==> src/rtl/octree_pkg.sv <==
// Shared types for the octree node SRAM access path.
package octree_pkg;

    // Arbiter ownership state
    typedef enum logic [1:0] {
        IDLE  = 2'd0,
        OWN_S = 2'd1,
        OWN_U = 2'd2
    } arb_state_e;

    // Identity of the requester that last held the SRAM
    typedef enum logic {
        OWN_SEARCHER = 1'b0,
        OWN_UPDATER  = 1'b1
    } owner_e;

    // Controller operation codes
    typedef enum logic [1:0] {
        WAIT   = 2'd0,
        SEARCH = 2'd1,
        ADD    = 2'd2,
        DEL    = 2'd3
    } ctrl_op_e;

    // Legacy static memory-select codes
    typedef enum logic [1:0] {
        NAN      = 2'd0,
        SEARCHER = 2'd1,
        UPDATER  = 2'd2
    } mem_sel_e;

    // Width of the optional stall counters
    localparam int unsigned STALL_W = 16;

    // The requester opposite to o
    function automatic owner_e other_owner(input owner_e o);
        return (o == OWN_SEARCHER) ? OWN_UPDATER : OWN_SEARCHER;
    endfunction

endpackage

==> src/rtl/octree_arb_rr2.sv <==
// Two-way round-robin picker: on a tie the requester that did not own last wins.
module octree_arb_rr2
    import octree_pkg::*;
(
    input  logic   req_s,
    input  logic   req_u,
    input  owner_e last_owner,
    output owner_e winner_c
);

    // Tie goes to the non-last owner; a lone requester always wins
    always_comb begin
        winner_c = OWN_SEARCHER;
        if (req_s && req_u) begin
            winner_c = other_owner(last_owner);
        end else if (req_u) begin
            winner_c = OWN_UPDATER;
        end
    end

endmodule

==> src/rtl/octree_sram_arbiter.sv <==
// Round-robin arbiter sharing the single-port octree node SRAM between the
// searcher (s_*) and the updater (u_*), with bounded lockable bursts.
// Optional macro OCT_ARB_STATS_EN adds per-requester saturating stall counters.
module octree_sram_arbiter
    import octree_pkg::*;
#(
    parameter int unsigned ADDR_WIDTH = 12,
    parameter int unsigned DATA_WIDTH = 64,
    parameter int unsigned MAX_BURST  = 8
) (
    input  logic                  clk,
    input  logic                  rst_n,

    input  logic                  s_req,
    input  logic                  s_we,
    input  logic                  s_lock,
    input  logic [ADDR_WIDTH-1:0] s_addr,
    input  logic [DATA_WIDTH-1:0] s_wdata,
    output logic                  s_gnt,
    output logic                  s_rvalid,
    output logic [DATA_WIDTH-1:0] s_rdata,

    input  logic                  u_req,
    input  logic                  u_we,
    input  logic                  u_lock,
    input  logic [ADDR_WIDTH-1:0] u_addr,
    input  logic [DATA_WIDTH-1:0] u_wdata,
    output logic                  u_gnt,
    output logic                  u_rvalid,
    output logic [DATA_WIDTH-1:0] u_rdata,

`ifdef OCT_ARB_STATS_EN
    input  logic                  stats_clr,
    output logic [STALL_W-1:0]    s_stall_cnt,
    output logic [STALL_W-1:0]    u_stall_cnt,
`endif

    output logic                  sram_ce,
    output logic                  sram_we,
    output logic [ADDR_WIDTH-1:0] sram_addr,
    output logic [DATA_WIDTH-1:0] sram_wdata,
    input  logic [DATA_WIDTH-1:0] sram_rdata
);

    localparam int unsigned CNT_W = (MAX_BURST > 1) ? $clog2(MAX_BURST) : 1;
    localparam logic [CNT_W-1:0] CNT_LAST = CNT_W'(MAX_BURST - 1);

    arb_state_e       state, state_nxt;
    owner_e           last_owner, last_nxt;
    owner_e           pick_c;
    logic [CNT_W-1:0] beat_cnt, cnt_nxt;

    logic acc_s, acc_u;
    logic own_req, own_lock, own_acc, oth_req;
    logic burst_full, rel;

    assign acc_s = s_req && s_gnt;
    assign acc_u = u_req && u_gnt;

    // Tie-break used when leaving IDLE
    octree_arb_rr2 u_rr2 (
        .req_s      (s_req),
        .req_u      (u_req),
        .last_owner (last_owner),
        .winner_c   (pick_c)
    );

    // State, burst counter, grants and read-return flags
    always_ff @(posedge clk or negedge rst_n) begin
        if (!rst_n) begin
            state      <= IDLE;
            last_owner <= OWN_UPDATER;
            beat_cnt   <= '0;
            s_gnt      <= 1'b0;
            u_gnt      <= 1'b0;
            s_rvalid   <= 1'b0;
            u_rvalid   <= 1'b0;
        end else begin
            state      <= state_nxt;
            last_owner <= last_nxt;
            beat_cnt   <= cnt_nxt;
            s_gnt      <= (state_nxt == OWN_S);
            u_gnt      <= (state_nxt == OWN_U);
            s_rvalid   <= acc_s && !s_we;
            u_rvalid   <= acc_u && !u_we;
        end
    end

    // Next ownership: release on idle, unlocked beat, or full burst under contention
    always_comb begin
        state_nxt  = state;
        last_nxt   = last_owner;
        cnt_nxt    = beat_cnt;
        own_req    = 1'b0;
        own_lock   = 1'b0;
        own_acc    = 1'b0;
        oth_req    = 1'b0;
        rel        = 1'b0;
        burst_full = (beat_cnt == CNT_LAST);

        case (state)
            IDLE: begin
                if (s_req || u_req) begin
                    state_nxt = (pick_c == OWN_SEARCHER) ? OWN_S : OWN_U;
                end
                cnt_nxt = '0;
            end
            OWN_S, OWN_U: begin
                if (state == OWN_S) begin
                    own_req  = s_req;
                    own_lock = s_lock;
                    own_acc  = acc_s;
                    oth_req  = u_req;
                end else begin
                    own_req  = u_req;
                    own_lock = u_lock;
                    own_acc  = acc_u;
                    oth_req  = s_req;
                end

                rel = !own_req
                   || (own_acc && !own_lock)
                   || (own_acc && burst_full && oth_req);

                if (rel) begin
                    cnt_nxt  = '0;
                    last_nxt = (state == OWN_S) ? OWN_SEARCHER : OWN_UPDATER;
                    if (oth_req) begin
                        state_nxt = (state == OWN_S) ? OWN_U : OWN_S;
                    end else if (own_req && own_lock) begin
                        state_nxt = state;
                    end else begin
                        state_nxt = IDLE;
                    end
                end else if (own_acc && !burst_full) begin
                    cnt_nxt = beat_cnt + CNT_W'(1);
                end
            end
            default: begin
                state_nxt = IDLE;
                cnt_nxt   = '0;
            end
        endcase
    end

    // SRAM port driven straight from the accepted beat; quiet otherwise
    always_comb begin
        sram_ce    = 1'b0;
        sram_we    = 1'b0;
        sram_addr  = '0;
        sram_wdata = '0;
        if (acc_s) begin
            sram_ce    = 1'b1;
            sram_we    = s_we;
            sram_addr  = s_addr;
            sram_wdata = s_wdata;
        end else if (acc_u) begin
            sram_ce    = 1'b1;
            sram_we    = u_we;
            sram_addr  = u_addr;
            sram_wdata = u_wdata;
        end
    end

    // Read data steered to whichever requester issued the read last cycle
    always_comb begin
        s_rdata = s_rvalid ? sram_rdata : '0;
        u_rdata = u_rvalid ? sram_rdata : '0;
    end

`ifdef OCT_ARB_STATS_EN
    // Saturating count of cycles each requester waited without a grant
    always_ff @(posedge clk or negedge rst_n) begin
        if (!rst_n) begin
            s_stall_cnt <= '0;
            u_stall_cnt <= '0;
        end else if (stats_clr) begin
            s_stall_cnt <= '0;
            u_stall_cnt <= '0;
        end else begin
            if (s_req && !s_gnt && (s_stall_cnt != {STALL_W{1'b1}})) begin
                s_stall_cnt <= s_stall_cnt + STALL_W'(1);
            end
            if (u_req && !u_gnt && (u_stall_cnt != {STALL_W{1'b1}})) begin
                u_stall_cnt <= u_stall_cnt + STALL_W'(1);
            end
        end
    end
`endif

endmodule

==> config.mk <==
export PLATFORM = sky130hd
export DESIGN_NAME = octree_sram_arbiter
export DESIGN_NICKNAME = d
export VERILOG_FILES = /design/src/rtl/octree_pkg.sv /design/src/rtl/octree_arb_rr2.sv /design/src/rtl/octree_sram_arbiter.sv
export SDC_FILE = /design/constraint.sdc
export NUM_CORES = 1
export LEC_CHECK = 0
export CAP_MARGIN = 20
export CORE_AREA = 2 2 170 172
export CTS_CLUSTER_SIZE = 10
export DETAILED_ROUTE_END_ITERATION = 8
export DIE_AREA = 0 0 172 174
export PLACE_DENSITY_LB_ADDON = 0.12
export SYNTH_ARGS = -nofsm -noshare
export SYNTH_HDL_FRONTEND = slang
export SYNTH_SLANG_ARGS = --single-unit
==> constraint.sdc <==
create_clock -name clk -period 2.94 [get_ports clk]
set_input_delay 0.882 -clock clk [delete_from_list [all_inputs] [get_ports clk]]
set_output_delay 0.882 -clock clk [all_outputs]
set_load 0.01 [all_outputs]
======== Yosys cells after proc, flatten, opt, wreduce, memory -nomap -nowiden ========
Cells that the tools add are included.
storage, ports and cells
  register bits ........................... 10
  bits in latches ......................... 0
  RAM bits ................................ 0
  ROM bits ................................ 0
  output and inout bits ................... 210
  word-level logic and storage cells ...... 67
  memories kept ........................... 0
cells by class
  $add $sub $neg .......................... 1
  multiply operators ...................... 0
  divide/modulo/power cells ............... 0
  order comparisons ....................... 0
  equality and inequality tests ........... 6
  shifts and indexed selects .............. 0
  muxes and demuxes ....................... 32
  bitwise logic cells ..................... 0
  reduce and logical (&&, ||, !) cells .... 21
operators with widths
  kind                   count
  $mux W64               4
  $mux W12               2
  $mux W1                16
  $mux W2                6
  $logic_and A1 B1 Y1    10
  $mux W3                3
  $logic_not A1 Y1       5
  $eq A2 B1 Y1 const B   2
  $eq A2 B2 Y1 const B   2
  $pmux W2 S2            1
  $add A3 B1 Y3 const B  1
  $eq A3 B3 Y1 const B   1
  $logic_or A1 B1 Y1     3
  $ne A3 B3 Y1 const B   1
  $logic_not A2 Y1       1
  $reduce_and A2 Y1      1
  $reduce_or A2 Y1       1

======== Depth between registers and ports, before layout ========
Gate-level depths: netlist (run 1).
  depth in word-level cells ............... 10
  depth in mapped cells ................... 7

======== Modules after synthesis ========
From an unflattened synthesis (run 1), not the netlist that was laid out.
unflattened totals
  cell total of the unflattened synthesis .. 303
  area, all modules ....................... 2288.4 µm²
by module, submodules not included
  module               times used  cells each  area an instance (µm²)  seq. area each (µm²)
  octree_sram_arbiter  1           302         2277.2                  251.5
  octree_arb_rr2       1           1           11.3                    0.0

======== Least setup slack after synthesis (run 1) ========
OpenSTA, ideal clock, no wires.
  path type ............................... input to output
  start ................................... input port s_req
  end ..................................... output port sram_wdata[33]
  data arrival time ....................... 2037 ps
  data required time ...................... 2058 ps
  setup slack ............................. 21 ps
  stages .................................. 6
  cells stage by stage .................... and2_1 > buf_6 > nor2_1 > buf_2 > buf_1 > a22o_1
between the ends
  longest elaborated chain between the ends .. 2
RTL lines
  element              line                        source
  start: declaration   octree_sram_arbiter.sv:14   input logic s_req,
  $logic_and A1 B1 Y1  octree_sram_arbiter.sv:57   assign acc_s = s_req && s_gnt;
  $mux W64             octree_sram_arbiter.sv:152  if (acc_s) begin
  end: declaration     octree_sram_arbiter.sv:41   output logic [DATA_WIDTH-1:0] sram_wdata,
Every way passes these cells.

======== Worst setup path after layout (run 1) ========
  start ................................... input port sram_rdata[52]
  end ..................................... output port s_rdata[52]
between the ends
  longest elaborated chain between the ends .. 1
RTL lines
  element             line                        source
  start: declaration  octree_sram_arbiter.sv:42   input logic [DATA_WIDTH-1:0] sram_rdata
  $mux W64            octree_sram_arbiter.sv:167  s_rdata = s_rvalid ? sram_rdata : '0;
  end: declaration    octree_sram_arbiter.sv:21   output logic [DATA_WIDTH-1:0] s_rdata,
Every way passes these cells.

==> flow_metrics.py, run 1 <==
metrics = {
    "final_layout": {
        "register_area_sq_um": 251,
        "flow.area_growth_from_synthesis_pct": 225,
        "fin_cells": 1144,
        "layout-drive-gt1-share_pct": 13.8,
        "antennaDiodeCount": 0,
        "final_net_count": 991,
        "multi_input_comb_area_sq_um": 1890,
        "final.fill_count": 3143,
    },
    "cts": {
        "tritoncts": "built",
        "cts_hold_repair.buffers": 0,
        "clk_root_buffer_cell": "sky130_fd_sc_hd__clkbuf_16",
        "insertion_delay_ns": 0.23,
        "clock-sinks": 10,
        "clk_pin_slew_ns": 0.04,
        "clock_tree.htree_level_count": 1,
        "clock_path_buffers": 2,
        "cts_inserted_buffers": 3,
    },
    "run": {
        "maxCapViolations": 0,
    },
    "timing": {
        "slew_violations": 0,
        "worstMarginPinSlew_ns": 0.459,
        "timing.setup.tns_ns": 0,
        "final_min_period_over_clock_period_pct": 99.6,
        "timing.max_slew.rel_slack_pct": 69.3,
        "final_layout_worst_hold_slack_ns": 0.497,
        "finalWorstPathRequiredPeriod_ns": 2.93,
        "clock.fmax_ghz": 0.342,
        "hold_violations": 0,
        "setup_viol_count_final": 0,
        "finClkSkew_ns": 0.00204,
        "setup_slack_ns": 0.0130,
    },
    "setup_path": {
        "cp_common_cell": "sky130_fd_sc_hd__clkdlybuf4s50_1",
        "critical_path_source_type": "primary input",
        "crit_type": "primary input to primary output",
        "worst-endpoint-required_ns": 2.06,
        "maximum_fanout_encountered_on_the_critical_timing_path": 2,
        "worstPathCellList": "clkdlybuf4s50_1 -> and2_1 -> clkdlybuf4s50_1",
        "setup.worst_path.end_class": "primary output",
        "category_of_cells_accounting_for_the_largest_share_of_critical_path_delay": "buffers and inverters",
        "worstPathBufferInverterCount": 2,
        "cpMaxStageDelayCell": "sky130_fd_sc_hd__clkdlybuf4s50_1",
        "critPathArrivalTime_ns": 2.05,
        "critPathMaxStageDelay_ns": 0.56,
    },
    "global_route": {
        "grt_pass1_vias": 4372,
        "grt_antenna_before_repair": 2,
        "grt-ovfl-total": 0,
        "grt_start_max_net_pins": 66,
        "gr-usage-all-layers_pct": 12.9,
        "grt_first_pass_wirelength_microns": 29200,
    },
    "synthesis": {
        "synthesis.nets": 541,
        "synth_cells": 311,
        "yosys.cell_types.count": 32,
        "flops_latches_synth": 10,
        "synth_ff_type": "sky130_fd_sc_hd__dfrtp_1",
        "synth.yosys.warnings": 0,
        "synth.yosys.seq_area_share_pct": 11.1,
        "asyncSetResetFlopFracSynth_pct": 100,
        "netlist_area_sq_um": 2280,
        "synth_edf_count": 0,
        "avgSynthCellArea_sq_um": 7.32,
    },
    "pwr": {
        "vdd.ir_drop.worst_uv": 156,
        "power.clock.fraction_pct": 9.9,
        "p_leak_nw": 3.87,
        "power_report.internal_total_w": 0.00146,
        "power.combinational.fraction_pct": 81.0,
        "netSwitchingPower_w": 0.000939,
        "pwr_dens_nw_per_um2": 324,
        "power_frac_seq_pct": 9.1,
        "switching_share_pct": 39.1,
    },
    "floorplan": {
        "fp.coreArea_sq_um": 28200,
        "chipWidth_microns": 172,
        "floorplan.die.height_microns": 174,
        "top_level_ports": 434,
        "start_util_pct": 8.06,
        "placementRows": 62,
        "design.die.area_sq_um": 29900,
    },
    "route": {
        "route.antenna.remaining_nets": 0,
        "drt_pre_antenna_iters": 4,
        "detail_route.iter0.violations": 139,
        "avgViaCountPerCell": 3.72,
        "vias": 4255,
        "drc_errors": 0,
        "wl_microns": 21000,
        "average_detailed_routed_wire_length_per_instance_microns": 18.4,
    },
    "run_status": {
        "run_status": "complete, no violations",
    },
    "placed_design": {
        "numPortBuffers": 433,
        "gpl.final_weighted_congestion": 0.990,
        "dpl.cell_count": 1124,
        "detailed_place_hpwl_microns": 17700,
        "dpl_worst_slack_ns": -0.682,
    },
    "worst_hold_path": {
        "hold_class": "flop to flop",
    },
}
[path summary, 6_finish.rpt]
check,from,end,slack (ns),cells past startpoint
worst max register to register,state[1]$_DFF_PN0_,u_gnt$_DFF_PN0_,0.80,7
worst min register to register,last_owner$_DFFE_PN1P_,last_owner$_DFFE_PN1P_,0.50,2
max in group asynchronous,rst_n,last_owner$_DFFE_PN1P_,1.63,1
worst max-delay path,sram_rdata[52],s_rdata[52],0.01,3
worst min-delay path,last_owner$_DFFE_PN1P_,last_owner$_DFFE_PN1P_,0.50,2
min in group asynchronous,rst_n,s_gnt$_DFF_PN0_,0.97,1
[cell families (layout without fill, tap and decap cells)]
group                      count (synthesis)  after routing  share of synthesized area, %
and+or+nand+nor                          162            162                          42.5
xor gates and xnor gates                   1              1                         0.385
buffers and inverters                     36            485                          6.32
AOI/OAI and AO/OA                         92             92                          34.7
DFF                                       10             10                          11.1
muxes                                      4              4                          1.76
adders and majority gates                  6              6                          3.30
[area by class of cell]
type	count	area share [%]
Inverter	5	0.253
Tap cell	384	6.49
Timing Repair Buffer	476	63.2
Sequential cell	10	3.40
Multi-Input combinational cell	265	25.6
Clock buffer	4	1.06
[per-layer routing]
metal	track usage, %	share of wire [%]	vias to the layer above
met1	14.8	39	1984
met5	0	0.10	-
met4	1.30	0.86	4
met3	2.80	8.7	12
li1	-	-	2002
met2	24.9	52	253
[flip-flops by register name (all words and copies together) (netlist names)]
| name | cells |
|---|---|
| s_gnt | 1 |
| s_rvalid | 1 |
| u_gnt | 1 |
| u_rvalid | 1 |
| last_owner | 1 |
| beat_cnt | 3 |
| state | 2 |
[per-stage QoR]
step	power (W)	instance area (sq um)	utilization [%]
after detailed placement	0.00220	7280	25.8
after CTS	0.00244	7360	26.1
after global placement	0.00220	7280	25.8
after floorplan	0.00101	2280	-
after global routing	0.00257	7410	26.2
final	0.00240	7410	26.2
[power by group through the flow]
stage	Clock (W)	Sequential [W]	Combinational [W]
2_1_floorplan	0	0.000212	0.000795
6_report	0.000239	0.000219	0.00195
5_1_grt	0.000250	0.000226	0.00210
3_5_place_dp	0	0.000219	0.00198
3_3_place_gp	0	0.000220	0.00198
4_1_cts	0.000243	0.000220	0.00198
[placed cells by master, fill, tap and decap left out, types with 3 or more instances in the layout]
cell type / netlist / routed
sky130_fd_sc_hd__a22o_1: 78 / 78
sky130_fd_sc_hd__and2_1: 130 / 129
sky130_fd_sc_hd__buf_12: 0 / 15
sky130_fd_sc_hd__buf_16: 0 / 4
sky130_fd_sc_hd__buf_2: 1 / 36
sky130_fd_sc_hd__buf_4: 0 / 26
sky130_fd_sc_hd__clkbuf_16: 0 / 3
sky130_fd_sc_hd__clkbuf_2: 0 / 12
sky130_fd_sc_hd__clkdlybuf4s15_1: 0 / 15
sky130_fd_sc_hd__clkdlybuf4s50_1: 0 / 270
sky130_fd_sc_hd__dfrtp_1: 9 / 9
sky130_fd_sc_hd__dlygate4sd2_1: 0 / 63
sky130_fd_sc_hd__dlymetal6s2s_1: 0 / 32
sky130_fd_sc_hd__ha_1: 6 / 6
sky130_fd_sc_hd__inv_1: 5 / 5
sky130_fd_sc_hd__mux2i_1: 4 / 4
sky130_fd_sc_hd__nand2_1: 11 / 10
sky130_fd_sc_hd__nand3_1: 4 / 4
sky130_fd_sc_hd__nor2_1: 8 / 7
sky130_fd_sc_hd__nor2b_1: 3 / 3
[Yosys cell counts, types with 3 or more instances]
cell type	number	share of area (%)
sky130_fd_sc_hd__nand3_1	4	0.88
sky130_fd_sc_hd__clkbuf_1	26	4.3
sky130_fd_sc_hd__nor2_1	8	1.3
sky130_fd_sc_hd__a22o_1	78	30
sky130_fd_sc_hd__inv_1	5	0.82
sky130_fd_sc_hd__and2_1	130	36
sky130_fd_sc_hd__nand2_1	11	1.8
sky130_fd_sc_hd__ha_1	6	3.3
sky130_fd_sc_hd__buf_1	3	0.49
sky130_fd_sc_hd__nor2b_1	3	0.82
sky130_fd_sc_hd__dfrtp_1	9	9.9
sky130_fd_sc_hd__mux2i_1	4	1.8
[worst min-delay path, cell delays in order, from the launching register on]
cell and delay [ns]:
sky130_fd_sc_hd__dfstp_2 0.36, sky130_fd_sc_hd__nand2_1 0.04, sky130_fd_sc_hd__o21ai_0 0.08
[repair_timing]
item,4_1_cts,5_1_grt
endpoints found under the setup margin,128,59
setup buffers,11,2
pin swaps,4,0
gates resized for setup,283,47
gates cloned,4,0
(Power assumes the default switching activity.)
==> run 2, diff against run 1 <==
==> constraint.sdc (replaced) <==
create_clock -name clk -period 2.94 [get_ports clk]
set_input_delay 0.882 -clock clk [delete_from_list [all_inputs] [get_ports clk]]
set_output_delay 0.882 -clock clk [all_outputs]
set_load 0.02 [all_outputs]
==> run 2 against run 1 <==
Against the previous run: combinational power increased by 9%; worst setup slack improved by 0.061 ns; clock skew decreased by 0.0017 ns; hold slack worse by 0.017 ns; die area is the same; utilization shrank 0.99 points; via count fell by 0.54%; clock-buffer cell count unchanged; critical endpoint is now sram_addr[2]; largest cell class unchanged.
==> flow_metrics.py, run 2 (same netlist as run 1, synthesis figures left out) <==
metrics = {
    "placed_design": {
        "detailed_place_hpwl_microns": 17600,
        "dpl.cell_count": 1129,
        "gpl.final_weighted_congestion": 0.952,
        "numPortBuffers": 433,
    },
    "final_layout": {
        "final_net_count": 991,
        "regMostFlops": "beat_cnt",
        "layout.cells.most_common": "sky130_fd_sc_hd__clkdlybuf4s50_1",
        "fin_cells": 1144,
        "largest_register_ff_count": 3,
        "layout-drive-gt1-share_pct": 20.4,
        "layout.core_utilization_pct": 25.2,
        "biggestRegsByFlops": "beat_cnt: 3 flops, state: 2 flops",
        "antennaDiodeCount": 0,
        "flow.area_growth_from_synthesis_pct": 213,
        "final_cell_mix": "226 x sky130_fd_sc_hd__clkdlybuf4s50_1, 129 x sky130_fd_sc_hd__and2_1, 106 x sky130_fd_sc_hd__dlygate4sd2_1",
    },
    "route": {
        "drt_pre_antenna_iters": 4,
        "detail_route.iter0.violations": 238,
        "avgViaCountPerCell": 3.70,
        "vias": 4232,
        "average_detailed_routed_wire_length_per_instance_microns": 18.3,
        "route.antenna.remaining_nets": 0,
        "drc_errors": 0,
        "wl_microns": 21000,
    },
    "run_status": {
        "run_status": "complete, no violations",
    },
    "timing": {
        "setup_viol_count_final": 0,
        "slew_violations": 0,
        "hold_violations": 0,
        "finalWorstPathRequiredPeriod_ns": 2.87,
        "timing.max_slew.rel_slack_pct": 66.8,
        "final_min_period_over_clock_period_pct": 97.5,
        "grt_setup_unrepaired": "false",
        "worstMarginPinSlew_ns": 0.497,
        "finClkSkew_ns": 0.000360,
        "clock.fmax_ghz": 0.349,
        "timing.setup.tns_ns": 0,
    },
    "global_route": {
        "grt_start_max_net_pins": 66,
        "grt_antenna_before_repair": 1,
        "grt_use_met2_pct": 25.2,
        "grt_most_used_layer": "met2",
        "grt_pass1_vias": 4395,
        "grt-ovfl-total": 0,
        "grt_first_pass_wirelength_microns": 28700,
        "gr-usage-all-layers_pct": 12.8,
        "global_route.usage.met3_pct": 2.23,
        "met1_global_route_usage_pct": 14.6,
    },
    "setup_path": {
        "cp_common_cell": "sky130_fd_sc_hd__buf_12",
        "worst-endpoint-required_ns": 2.06,
        "critPathArrivalTime_ns": 1.98,
        "worstPathBufferInverterCount": 5,
        "worstPathCellList": "buf_2 -> and2_4 -> nor2_4 -> buf_12 -> buf_12 -> buf_16 -> a22o_1 -> buf_6",
        "category_of_cells_accounting_for_the_largest_share_of_critical_path_delay": "buffers and inverters",
        "crit_type": "primary input to primary output",
        "maximum_fanout_encountered_on_the_critical_timing_path": 12,
        "critPathMaxStageDelay_ns": 0.17,
        "setup.worst_path.end_class": "primary output",
        "cpMaxStageDelayCell": "sky130_fd_sc_hd__a22o_1",
        "critical_path_source_type": "primary input",
    },
    "floorplan": {
        "fp.coreArea_sq_um": 28200,
        "design.die.area_sq_um": 29900,
        "top_level_ports": 434,
        "chipWidth_microns": 172,
        "placementRows": 62,
        "start_util_pct": 8.06,
        "floorplan.die.height_microns": 174,
    },
    "cts": {
        "insertion_delay_ns": 0.24,
        "cts_hold_repair.buffers": 0,
        "tritoncts": "built",
        "cts_inserted_buffers": 3,
        "clk_pin_slew_ns": 0.04,
        "clock-sinks": 10,
        "clock_path_buffers": 2,
        "clk_root_buffer_cell": "sky130_fd_sc_hd__clkbuf_16",
        "clock_tree.htree_level_count": 1,
    },
    "worst_hold_path": {
        "hold_class": "flop to flop",
    },
    "pwr": {
        "power.combinational.fraction_pct": 81.1,
        "vdd.ir_drop.worst_uv": 180,
        "fin_total_pwr_w": 0.00262,
        "power_report.internal_total_w": 0.00145,
        "power.clock.fraction_pct": 10.5,
        "switching_share_pct": 44.9,
        "power_frac_seq_pct": 8.4,
        "pwr_dens_nw_per_um2": 368,
        "p_leak_nw": 3.60,
        "netSwitchingPower_w": 0.00118,
    },
    "run": {
        "maxCapViolations": 0,
    },
}
[run 2: changes by cell type in the layout (fill, tap and decap cells not counted), moves of 3 or more]
cell / previous run / this run
sky130_fd_sc_hd__buf_4: 26 / 63
sky130_fd_sc_hd__buf_6: 2 / 5
sky130_fd_sc_hd__dlygate4sd2_1: 63 / 106
sky130_fd_sc_hd__clkdlybuf4s15_1: 15 / 0
sky130_fd_sc_hd__dlymetal6s2s_1: 32 / 0
sky130_fd_sc_hd__buf_2: 36 / 58
sky130_fd_sc_hd__clkbuf_2: 12 / 1
sky130_fd_sc_hd__buf_12: 15 / 10
sky130_fd_sc_hd__clkdlybuf4s50_1: 270 / 226
[run 2: repair_timing]
action                     in CTS  in global routing
gates cloned                    4                  1
pin swaps                       4                  2
resized for setup             440                 17
buffers inserted                7                  0
setup endpoints to repair     184                 62
[run 2: worst paths after layout]
kind                                        startpoint                      to  slack [ns]  depth (start not counted)
min in group asynchronous                        rst_n         s_gnt$_DFF_PN0_        0.98                          1
worst min-delay path            last_owner$_DFFE_PN1P_  last_owner$_DFFE_PN1P_        0.48                          2
worst max register to register      state[1]$_DFF_PN0_         u_gnt$_DFF_PN0_        0.72                          7
worst max-delay path                             s_req            sram_addr[2]        0.07                          8
max in group asynchronous                        rst_n  last_owner$_DFFE_PN1P_        1.61                          1
worst min register to register  last_owner$_DFFE_PN1P_  last_owner$_DFFE_PN1P_        0.48                          2
[run 2: power groups by stage]
stage	Combinational (W)	Clock (W)	Sequential, W
finish	0.00213	0.000274	0.000221
global route	0.00227	0.000285	0.000227
floorplan	0.00101	0	0.000221
detailed placement	0.00221	0	0.000220
CTS	0.00212	0.000277	0.000221
global placement	0.00220	0	0.000219
[run 2: area by class of cell]
cell class	count	area (sq um)
Timing Repair Buffer	476	4390
Multi-Input combinational cell	265	1900
Tap cell	384	480
Fill cell	3161	21100
Inverter	5	18.8
Sequential cell	10	251
Clock buffer	4	88.8
[run 2: per-stage QoR]
stage | setup WS, ns | area, sq um | hold WS [ns]
detailed placement | -0.786 | 7270 | 0.492
global route | 0.0177 | 7130 | 0.514
global placement | -0.783 | 7270 | 0.476
finish | 0.0739 | 7130 | 0.480
floorplan | 0.0814 | 2280 | 0.457
CTS | -0.00220 | 7070 | 0.489
[run 2: worst register-to-register path, delay by kind of cell, from the launching register on]
family / cells / cell delay (ns)
buffers and inverters: 1 / 0.14
and+or+nand+nor: 1 / 0.22
AOI/OAI and AO/OA: 3 / 0.69
DFF: 1 / 0.43
muxes: 1 / 0.41
adders and majority gates: 1 / 0.26
[run 2: per-layer routing]
layer	vias up	share of wire (%)
met5	-	0.043
met4	2	0.79
met3	13	8.3
met2	268	52
met1	1943	39
li1	2006	-
==> run 3, diff against run 2 <==
--- a/config.mk
+++ b/config.mk
@@ -13,4 +13,5 @@
 export PLACE_DENSITY_LB_ADDON = 0.12
 export SYNTH_ARGS = -nofsm -noshare
 export SYNTH_HDL_FRONTEND = slang
+export SYNTH_HIERARCHICAL = 1
 export SYNTH_SLANG_ARGS = --single-unit
==> run 3 against run 2 <==
Against the previous run: via count is 2.7% lower; area after synthesis is 0.55% higher; worst setup slack worse by 0.034 ns; clock power is 3% lower; register-to-register slack better by 0.08 ns.
==> flow_metrics.py, run 3 <==
metrics = {
    "run_status": {
        "run_status": "complete, no violations",
    },
    "synthesis": {
        "flops_latches_synth": 10,
        "synth_mux_area_share_pct": 2.46,
        "synthesis.nets": 533,
        "post-synth-top-area-cell": "sky130_fd_sc_hd__and2_1",
        "synthXorXnorAreaFrac_pct": 0.383,
        "post-synth-top-area-fraction_pct": 35.3,
        "synthAdderAreaFrac_pct": 3.28,
        "netlist_area_sq_um": 2290,
        "synth_edf_count": 0,
        "yosys.area_share.simple_pct": 39.9,
        "synth.yosys.seq_area_share_pct": 11.0,
        "synth_cells": 303,
        "post_synth_most_frequent_cells": "129 x sky130_fd_sc_hd__and2_1, 77 x sky130_fd_sc_hd__a22o_1, 19 x sky130_fd_sc_hd__clkbuf_1, 10 x sky130_fd_sc_hd__buf_2, 9 x sky130_fd_sc_hd__dfrtp_1",
        "synth.area.top_cells": "sky130_fd_sc_hd__and2_1 35%, sky130_fd_sc_hd__a22o_1 29%, sky130_fd_sc_hd__dfrtp_1 9.8%, sky130_fd_sc_hd__ha_1 3.3%, sky130_fd_sc_hd__clkbuf_1 3.1%",
        "yosys.cell_types.count": 34,
        "synth_ff_type": "sky130_fd_sc_hd__dfrtp_1",
        "yosysMostFrequentCell": "sky130_fd_sc_hd__and2_1",
        "avgSynthCellArea_sq_um": 7.55,
        "synth_top_family_by_area": "simple AND/OR/NAND/NOR gates",
        "synth.yosys.warnings": 6,
        "asyncSetResetFlopFracSynth_pct": 100,
        "synth_compound_gate_area_share_pct": 36.5,
    },
    "final_layout": {
        "final_net_count": 977,
        "final.fill_count": 3167,
        "antennaDiodeCount": 0,
        "register_area_sq_um": 251,
        "layout-drive-gt1-share_pct": 20.0,
        "biggestRegsByFlops": "beat_cnt: 3 flops, state: 2 flops",
        "final_cell_mix": "225 x sky130_fd_sc_hd__clkdlybuf4s50_1, 128 x sky130_fd_sc_hd__and2_1, 112 x sky130_fd_sc_hd__dlygate4sd2_1",
        "regMostFlops": "beat_cnt",
        "finish.instance_area_sq_um": 7060,
        "layout.cells.most_common": "sky130_fd_sc_hd__clkdlybuf4s50_1",
        "fin_cells": 1130,
        "largest_register_ff_count": 3,
        "flow.area_growth_from_synthesis_pct": 209,
        "multi_input_comb_area_sq_um": 1890,
    },
    "timing": {
        "setup_viol_count_final": 0,
        "grt_setup_unrepaired": "false",
        "hold_violations": 0,
        "timing.max_slew.rel_slack_pct": 70.2,
        "finalWorstPathRequiredPeriod_ns": 2.90,
        "clock.fmax_ghz": 0.345,
        "finClkSkew_ns": 0.00400,
        "slew_violations": 0,
        "setup_slack_ns": 0.0397,
        "worstMarginPinSlew_ns": 0.446,
        "final_min_period_over_clock_period_pct": 98.6,
    },
    "global_route": {
        "met1_global_route_usage_pct": 11.8,
        "grt_most_used_layer": "met2",
        "global_route.usage.met3_pct": 2.62,
        "grt_antenna_before_repair": 0,
        "grt_pass1_vias": 4319,
        "grt_first_pass_wirelength_microns": 26600,
        "gr-usage-all-layers_pct": 11.8,
        "grt-ovfl-total": 0,
        "grt_start_max_net_pins": 66,
        "grt_use_met2_pct": 24.4,
    },
    "setup_path": {
        "setup.worst_path.end_class": "primary output",
        "ff_to_ff_path_depth": 7,
        "worstPathCellList": "buf_2 -> and2_4 -> buf_4 -> buf_12 -> buf_12 -> a22o_1 -> buf_4",
        "maximum_fanout_encountered_on_the_critical_timing_path": 20,
        "cp_num_cells": 7,
        "worst-endpoint-required_ns": 2.06,
        "category_of_cells_accounting_for_the_largest_share_of_critical_path_delay": "buffers and inverters",
        "critPathMaxStageDelay_ns": 0.26,
        "critical_path_source_type": "primary input",
        "crit_type": "primary input to primary output",
        "cpMaxStageDelayCell": "sky130_fd_sc_hd__a22o_1",
        "worstPathBufferInverterCount": 5,
        "timing.reg2reg.setup_slack_ns": 0.80,
        "critPathArrivalTime_ns": 2.02,
    },
    "cts": {
        "clock_path_buffers": 2,
        "clock_tree.htree_level_count": 1,
        "clk_root_buffer_cell": "sky130_fd_sc_hd__clkbuf_16",
        "clk_pin_slew_ns": 0.04,
        "cts_hold_repair.buffers": 0,
        "tritoncts": "built",
        "insertion_delay_ns": 0.24,
        "cts_inserted_buffers": 3,
        "clock-sinks": 10,
    },
    "pwr": {
        "vdd.ir_drop.worst_uv": 239,
        "fin_total_pwr_w": 0.00251,
        "p_leak_nw": 3.55,
        "pwr_dens_nw_per_um2": 355,
    },
    "route": {
        "drt_pre_antenna_iters": 4,
        "vias": 4118,
        "route.antenna.remaining_nets": 0,
        "wl_microns": 19400,
        "detail_route.iter0.violations": 116,
        "avgViaCountPerCell": 3.64,
        "average_detailed_routed_wire_length_per_instance_microns": 17.2,
        "drc_errors": 0,
    },
    "floorplan": {
        "design.die.area_sq_um": 29900,
        "top_level_ports": 434,
        "placementRows": 62,
        "chipWidth_microns": 172,
        "start_util_pct": 8.10,
        "fp.coreArea_sq_um": 28200,
        "floorplan.die.height_microns": 174,
    },
    "placed_design": {
        "detailed_place_hpwl_microns": 16500,
        "gpl.final_weighted_congestion": 0.864,
        "dpl-instance-area_sq_um": 7300,
        "dpl.cell_count": 1119,
        "dpl_worst_slack_ns": -0.735,
        "numPortBuffers": 433,
    },
    "worst_hold_path": {
        "cell_count_of_the_worst_hold_path": 2,
        "hold_class": "flop to flop",
    },
    "run": {
        "maxCapViolations": 0,
    },
}
-- run 3: cell types whose count changed in the layout (fill, tap and decap cells not counted), sizes merged, moves of 3 or more --
| cell | change |
|---|---|
| buf | -17 |
| clkdlybuf4s15 | +7 |
| dlygate4sd2 | +6 |
| nand2 | -3 |
| nand3 | -4 |
| o31ai | +3 |
-- run 3: stage by stage --
stage / setup TNS, ns / utilization, % / hold WS (ns)
2_1_floorplan: 0 / - / 0.480
3_3_place_gp: -57.16 / 25.8 / 0.499
3_5_place_dp: -57.44 / 25.8 / 0.519
4_1_cts: -0.00227 / 25.0 / 0.527
5_1_grt: 0 / 25.0 / 0.534
6_report: 0 / 25.0 / 0.516
-- run 3: worst paths after layout --
check | startpoint | end
hold reg to reg | last_owner$_DFFE_PN1P_ | last_owner$_DFFE_PN1P_
hold / removal | last_owner$_DFFE_PN1P_ | last_owner$_DFFE_PN1P_
setup / recovery | s_req | sram_wdata[42]
setup reg to reg | state[1]$_DFF_PN0_ | s_gnt$_DFF_PN0_
min in group asynchronous | rst_n | beat_cnt[1]$_DFFE_PN0P_
max in group asynchronous | rst_n | last_owner$_DFFE_PN1P_
-- run 3: logic make-up after synthesis --
family          after synthesis
compound gates               95
flops                        10
fa+ha+maj                     6
simple gates                150
buf+inv                      36
xor+xnor                      1
mux                           5
-- run 3: metal layers --
metal / part of all wire (%) / vias to the layer above
met2: 54 / 274
li1: - / 1967
met1: 35 / 1864
met3: 9.7 / 13
met4: 1.4 / 0
met5: 0 / -
-- run 3: worst min-delay path: stages (launching register included) --
cell	delay (ns)
sky130_fd_sc_hd__dfstp_2	0.37
sky130_fd_sc_hd__o21ai_0	0.06
sky130_fd_sc_hd__o31ai_1	0.07
-- run 3: layout make-up --
cell class / count / area share, %
clock buffer: 4 / 1.26
tap: 384 / 6.80
timing repair buffer: 471 / 61.3
multi-input combinational: 257 / 26.8
inverter: 4 / 0.213
sequential: 10 / 3.56
-- run 3: power by group --
part,switching [W],internal [W]
Sequential,0.0000374,0.000179
Combinational,0.00103,0.000997
Clock,0.0000627,0.000204
-- run 3: timing repair --
item	CTS	global route
resized for setup	416	12
cloned	3	0
endpoints found under the setup margin	189	45
buffers inserted	4	1
pin swaps	2	1
